[config.mk]
export PLATFORM = sky130hd
export DESIGN_NAME = spike_event_scheduler
export DESIGN_NICKNAME = d
export VERILOG_FILES = /design/src/rtl/snn_pkg.sv /design/src/rtl/spike_event_fifo.sv /design/src/rtl/spike_event_scheduler.sv
export SDC_FILE = /design/constraint.sdc
export NUM_CORES = 1
export LEC_CHECK = 0
export ABC_AREA = 1
export BUFFER_PORTS_ARGS = -buffer_cell sky130_fd_sc_hd__clkbuf_2
export CAP_MARGIN = 20
export CORE_MARGIN = 8
export CORE_UTILIZATION = 35
export DETAILED_ROUTE_END_ITERATION = 10
export SLEW_MARGIN = 20
export SYNTH_ARGS = -nofsm -noshare
export SYNTH_HDL_FRONTEND = slang
export SYNTH_SLANG_ARGS = --single-unit
export TNS_END_PERCENT = 10
[constraint.sdc]
create_clock -name clk -period 2.6 [get_ports clk]
set_input_delay 0.26 -clock clk [delete_from_list [all_inputs] [get_ports clk]]
set_output_delay 0.26 -clock clk [all_outputs]
set_load 0.05 [all_outputs]
[src/rtl/snn_pkg.sv]
// Shared definitions for the spiking-network event path.
//   N_SRC_DEF      : default number of spike sources
//   TS_WIDTH_DEF   : default timestamp width
//   FIFO_DEPTH_DEF : default event queue depth (power of two)
//   spike_evt_t    : event record {src, ts} at default sizing
//   idx_width()    : index width for n entries, never below 1 bit
package snn_pkg;

    localparam int unsigned N_SRC_DEF      = 4;
    localparam int unsigned TS_WIDTH_DEF   = 8;
    localparam int unsigned FIFO_DEPTH_DEF = 4;

    function automatic int unsigned idx_width(input int unsigned n);
        return (n > 1) ? $clog2(n) : 1;
    endfunction

    localparam int unsigned SRC_W_DEF = idx_width(N_SRC_DEF);

    typedef struct packed {
        logic [SRC_W_DEF-1:0]    src;
        logic [TS_WIDTH_DEF-1:0] ts;
    } spike_evt_t;

endpackage

[src/rtl/spike_event_fifo.sv]
// Event queue between the spike arbiter and the consumer.
//   clk, rst_n : clock, asynchronous active-low reset
//   push       : write push_data (ignored when full)
//   push_data  : event record to enqueue
//   pop        : discard head entry (ignored when empty)
//   head_data  : oldest entry, forced to zero when empty
//   full/empty : occupancy status
module spike_event_fifo
    import snn_pkg::*;
#(
    parameter int unsigned DATA_W = $bits(spike_evt_t),
    parameter int unsigned DEPTH  = FIFO_DEPTH_DEF
) (
    input  logic              clk,
    input  logic              rst_n,
    input  logic              push,
    input  logic [DATA_W-1:0] push_data,
    input  logic              pop,
    output logic [DATA_W-1:0] head_data,
    output logic              full,
    output logic              empty
);

    localparam int unsigned AW = idx_width(DEPTH);

    logic [DATA_W-1:0] mem [DEPTH];
    logic [AW-1:0]     wr_ptr;
    logic [AW-1:0]     rd_ptr;
    logic [AW:0]       count;
    logic              push_ok;
    logic              pop_ok;

    assign full    = (count == (AW+1)'(DEPTH));
    assign empty   = (count == '0);
    assign push_ok = push && !full;
    assign pop_ok  = pop && !empty;

    // Storage is not reset; the zero mux keeps the head outputs clean
    // while nothing valid is queued.
    assign head_data = empty ? '0 : mem[rd_ptr];

    always_ff @(posedge clk) begin
        if (push_ok) begin
            mem[wr_ptr] <= push_data;
        end
    end

    // Pointers wrap naturally because DEPTH is a power of two.
    always_ff @(posedge clk or negedge rst_n) begin
        if (!rst_n) begin
            wr_ptr <= '0;
            rd_ptr <= '0;
            count  <= '0;
        end else begin
            if (push_ok) begin
                wr_ptr <= wr_ptr + 1'b1;
            end
            if (pop_ok) begin
                rd_ptr <= rd_ptr + 1'b1;
            end
            case ({push_ok, pop_ok})
                2'b10:   count <= count + 1'b1;
                2'b01:   count <= count - 1'b1;
                default: count <= count;
            endcase
        end
    end

endmodule

[src/rtl/spike_event_scheduler.sv]
// Captures per-neuron spikes with a timestamp, arbitrates them round-robin
// into an event queue for the STDP synapse update engine.
//   clk, rst_n : clock, asynchronous active-low reset
//   en         : global enable for capture, timestamp and arbitration
//   spike_in   : one spike bit per source
//   evt_valid / evt_ready / evt_src / evt_ts : head-of-queue handshake
//   pending    : captured spikes not yet queued
//   overflow   : sticky dropped-spike flag, cleared by ovf_clr
module spike_event_scheduler
    import snn_pkg::*;
#(
    parameter int unsigned N_SRC      = N_SRC_DEF,
    parameter int unsigned TS_WIDTH   = TS_WIDTH_DEF,
    parameter int unsigned FIFO_DEPTH = FIFO_DEPTH_DEF
) (
    input  logic                         clk,
    input  logic                         rst_n,
    input  logic                         en,
    input  logic [N_SRC-1:0]             spike_in,
    output logic                         evt_valid,
    input  logic                         evt_ready,
    output logic [idx_width(N_SRC)-1:0]  evt_src,
    output logic [TS_WIDTH-1:0]          evt_ts,
    output logic [N_SRC-1:0]             pending,
    output logic                         overflow,
    input  logic                         ovf_clr
);

    localparam int unsigned SRC_W = idx_width(N_SRC);
    localparam int unsigned EVT_W = SRC_W + TS_WIDTH;

    logic [TS_WIDTH-1:0] ts;
    logic [TS_WIDTH-1:0] pend_ts [N_SRC];
    logic [SRC_W-1:0]    last_grant;

    logic                grant_valid;
    logic [SRC_W-1:0]    grant_idx;
    logic [N_SRC-1:0]    grant_vec;
    logic [N_SRC-1:0]    drop_vec;

    logic                fifo_full;
    logic                fifo_empty;
    logic                pop;
    logic [EVT_W-1:0]    head;

    // Round-robin search starting one past the last granted source.
    // Fullness alone gates the grant, so a same-cycle pop never opens a slot.
    always_comb begin : arbiter
        int unsigned      cand;
        logic [SRC_W-1:0] idx;
        cand        = 0;
        idx         = '0;
        grant_valid = 1'b0;
        grant_idx   = '0;
        if (en && !fifo_full) begin
            for (int unsigned k = 1; k <= N_SRC; k++) begin
                cand = (32'(last_grant) + k) % N_SRC;
                idx  = SRC_W'(cand);
                if (!grant_valid && pending[idx]) begin
                    grant_valid = 1'b1;
                    grant_idx   = idx;
                end
            end
        end
    end

    always_comb begin
        grant_vec = '0;
        if (grant_valid) begin
            grant_vec[grant_idx] = 1'b1;
        end
    end

    // A spike is dropped only if its source is still pending and is not
    // being granted this cycle; a granted source accepts a fresh spike.
    assign drop_vec = {N_SRC{en}} & spike_in & pending & ~grant_vec;

    always_ff @(posedge clk or negedge rst_n) begin
        if (!rst_n) begin
            ts         <= '0;
            pending    <= '0;
            last_grant <= SRC_W'(N_SRC - 1);
            overflow   <= 1'b0;
            for (int unsigned i = 0; i < N_SRC; i++) begin
                pend_ts[i] <= '0;
            end
        end else begin
            if (en) begin
                ts <= ts + 1'b1;
                for (int unsigned i = 0; i < N_SRC; i++) begin
                    if (spike_in[i] && !drop_vec[i]) begin
                        pending[i] <= 1'b1;
                        pend_ts[i] <= ts;
                    end else if (grant_vec[i]) begin
                        pending[i] <= 1'b0;
                    end
                end
                if (grant_valid) begin
                    last_grant <= grant_idx;
                end
            end
            if (|drop_vec) begin
                overflow <= 1'b1;
            end else if (ovf_clr) begin
                overflow <= 1'b0;
            end
        end
    end

    spike_event_fifo #(
        .DATA_W (EVT_W),
        .DEPTH  (FIFO_DEPTH)
    ) u_fifo (
        .clk       (clk),
        .rst_n     (rst_n),
        .push      (grant_valid),
        .push_data ({grant_idx, pend_ts[grant_idx]}),
        .pop       (pop),
        .head_data (head),
        .full      (fifo_full),
        .empty     (fifo_empty)
    );

    assign evt_valid         = !fifo_empty;
    assign pop               = evt_valid && evt_ready;
    assign {evt_src, evt_ts} = head;

endmodule
==> flow_metrics.py <==
metrics = {
    "run_status": {
        "status": "finished clean",
    },
    "global_routing": {
        "grt_pass1_vias": 3112,
        "grt-ovfl-total": 0,
        "grtUsageTotal": 0.1260,
        "grt_antenna_before_repair": 0,
        "grt_max_degree": 32,
        "grt_pass1_wl_um": 16430,
    },
    "detailed_routing": {
        "via_per_inst": 4.689,
        "drt_iter0_markers": 213,
        "vias": 3287,
        "first_pass_iters": 5,
        "wl_um": 9729,
        "wl_per_cell_um": 13.88,
        "drtAntennaViolNets": 0,
        "drc_errors": 0,
    },
    "setup_path": {
        "path_cells": "buf_4, nand2_1, nand2_2, nand2_1, nand2_2, clkinv_1, nand2_1, nand2_2, nand2_4, inv_2, nor2_4, buf_4, nand2_4, nand2_4, nand2_8, nand2_1, nand2_1",
        "reg2reg_depth": 17,
        "worstReg2RegStart": "last_grant[0]",
        "critPathKind": "flip-flop to flip-flop",
        "worst-path-buf-inv": 4,
        "r2r_slack_ns": 0.15,
        "cpLargestDelayFamily": "simple AND/OR/NAND/NOR gates",
        "cp_slowest_stage_delay_ns": 0.59,
        "start_kind": "flip-flop",
        "end_kind": "flip-flop",
        "rr_endpoint": "pend_ts[2]",
        "cp_common_cell": "nand2_1",
        "path_max_fanout": 10,
        "cp.required_ns": 2.83,
        "crit_path_top_delay_cell": "dfstp_2",
        "arrival_ns": 2.68,
    },
    "placement": {
        "routabilityCongestion": 0.7991,
        "hpwl_um": 6806,
        "dp_slack_ns": 0.1294,
        "place_inst": 679,
        "port_buffers": 24,
    },
    "job": {
        "maxCapViolCount": 0,
    },
    "sta": {
        "worst_slack_ns": 0.1508,
        "tns_ns": 0,
        "hold_ws_ns": 0.1858,
        "max_clock_freq_ghz": 0.4083,
        "hold_viol_final": 0,
        "worst_pin_slew_ns": 0.6030,
        "rsz0062_at_grt": "true",
        "finalSetupViolCount": 0,
        "report.final.slew_viol_count": 0,
        "relSlewSlack": 0.5980,
        "fin_crit_ns": 2.449,
        "fin_crit_sh": 0.9420,
        "skew_ns": 0.006408,
    },
    "floorplan": {
        "die_w_um": 129.1,
        "die_area_mm2": 0.01667,
        "rows": 41,
        "core-area_mm2": 0.01257,
        "start_util": 0.3563,
        "io_pins": 25,
        "die_h_um": 129.1,
    },
    "yosys": {
        "yosys_warnings": 0,
        "yosysUniqueCellTypes": 31,
        "synth_seq_area_share": 0.5706,
        "synth-simple-area-share": 0.2836,
        "synth_edf_count": 40,
        "synth-compound-area-share": 0.05141,
        "synth_xor_area_frac": 0.02151,
        "synth-seq-cells": 94,
        "synth_top_family_by_area": "simple AND/OR/NAND/NOR gates",
        "synth_mux_area_frac": 0,
        "syn-cell-area_mm2": 0.004478,
        "syn_nets": 502,
        "syn_inst": 486,
        "synth-adder-area-share": 0.02123,
        "avgSynthCellArea_um2": 9.214,
        "ys.flop_type": "dfrtp_1",
        "async_flop_share": 0.5745,
    },
    "hold_path": {
        "hp-class": "input port to flip-flop",
        "holdCritStartpoint": "spike_in[3]",
        "hold_depth": 3,
        "whs_endpoint": "pending[3]",
    },
    "layout": {
        "drive_above_1_share": 0.1701,
        "final_cells": 701,
        "final_cell_mix": "nand2_1 (129), nand3_1 (56), nor2_1 (54)",
        "antenna_cells": 0,
        "areaGrowthSynthToFinish_pct": 14.86,
        "fin_nets": 540,
        "final_common_cell": "nand2_1",
    },
    "clock_network": {
        "cts.sinks": 94,
        "h-tree-depth": 3,
        "cts_tree": "built",
        "clock_latency_ns": 0.34,
        "clockBufferDepth": 2,
        "clk_pin_slew_ns": 0.06,
        "root_buffer": "clkbuf_16",
        "numCtsBuffers": 9,
    },
}
cell usage after synthesis (5+ instances only):
library cell / n / area share
nor2_1: 54 / 0.045
inv_1: 28 / 0.023
nand2_1: 129 / 0.11
clkbuf_1: 9 / 0.0075
ha_1: 6 / 0.017
edfxtp_1: 40 / 0.27
dfrtp_1: 52 / 0.29
nand3_1: 56 / 0.063
nand4_1: 10 / 0.014
xnor2_1: 5 / 0.0098
o21ai_0: 28 / 0.031
nand2_4: 5 / 0.013
clkinv_1: 6 / 0.0050
nand2_2: 15 / 0.021
xor2_1: 6 / 0.012
a21oi_1: 12 / 0.013
kinds of logic after synthesis:
group                    count (synthesis)
XOR/XNOR                                11
flip-flops                              94
buffers and inverters                   53
AO/OA/AOI/OAI                           43
adder cells (fa/ha/maj)                  7
AND/OR/NAND/NOR                        278
worst max path at each step:
stage,to,from,cells after the start
final,pend_ts[2],last_grant[0],17
after global placement,u_fifo.count[2],last_grant[0],14
after floorplan,u_fifo.count[2],pending[3],13
after detailed placement,u_fifo.count[2],last_grant[0],14
after global routing,pend_ts[0],last_grant[0],17
after CTS,u_fifo.count[2],last_grant[0],14
area by class of cell:
| cell class | count | area [um^2] |
|---|---|---|
| tap | 172 | 215.2 |
| clock inverter | 5 | 35.03 |
| clock buffer | 11 | 232.7 |
| fill | 1251 | 7425 |
| timing repair buffer | 41 | 247.7 |
| multi-input combinational | 340 | 1708 |
| sequential | 94 | 2555 |
| inverter | 38 | 150.1 |
registers in the layout (all words and copies together) (netlist names):
name,flops
pending,4
overflow,1
u_fifo.rd_ptr,2
last_grant,2
u_fifo.mem,40
u_fifo.wr_ptr,2
pend_ts,32
u_fifo.count,3
ts,8
worst min-delay path, cell delays in order:
cell      delay (ns)
clkbuf_2        0.07
nand2_1         0.08
nand2_1         0.08
timing repair:
| action | CTS | global route |
|---|---|---|
| hold buffers | 1 | 0 |
| resized for setup | 0 | 3 |
| hold endpoints to repair | 21 | 0 |
| buffers inserted | 0 | 4 |
| endpoints found under the setup margin | 0 | 45 |
layer usage:
layer / vias up / share of wire / GRT usage
li1: 1667 / - / -
met1: 1540 / 0.50 / 0.1758
met2: 71 / 0.44 / 0.1850
met3: 9 / 0.042 / 0.03451
met4: 0 / 0.012 / 0.03939
met5: - / 0 / 0
through the flow:
step	area [um^2]	util
after floorplan	4478	-
after global placement	4822	0.3837
after detailed placement	4822	0.3837
after CTS	5100	0.4058
after global routing	5144	0.4093
final	5144	0.4093
Power is left out: the tool's default activity adds up to more than one toggle a clock period on the data nets, which glitch-free logic cannot reach.
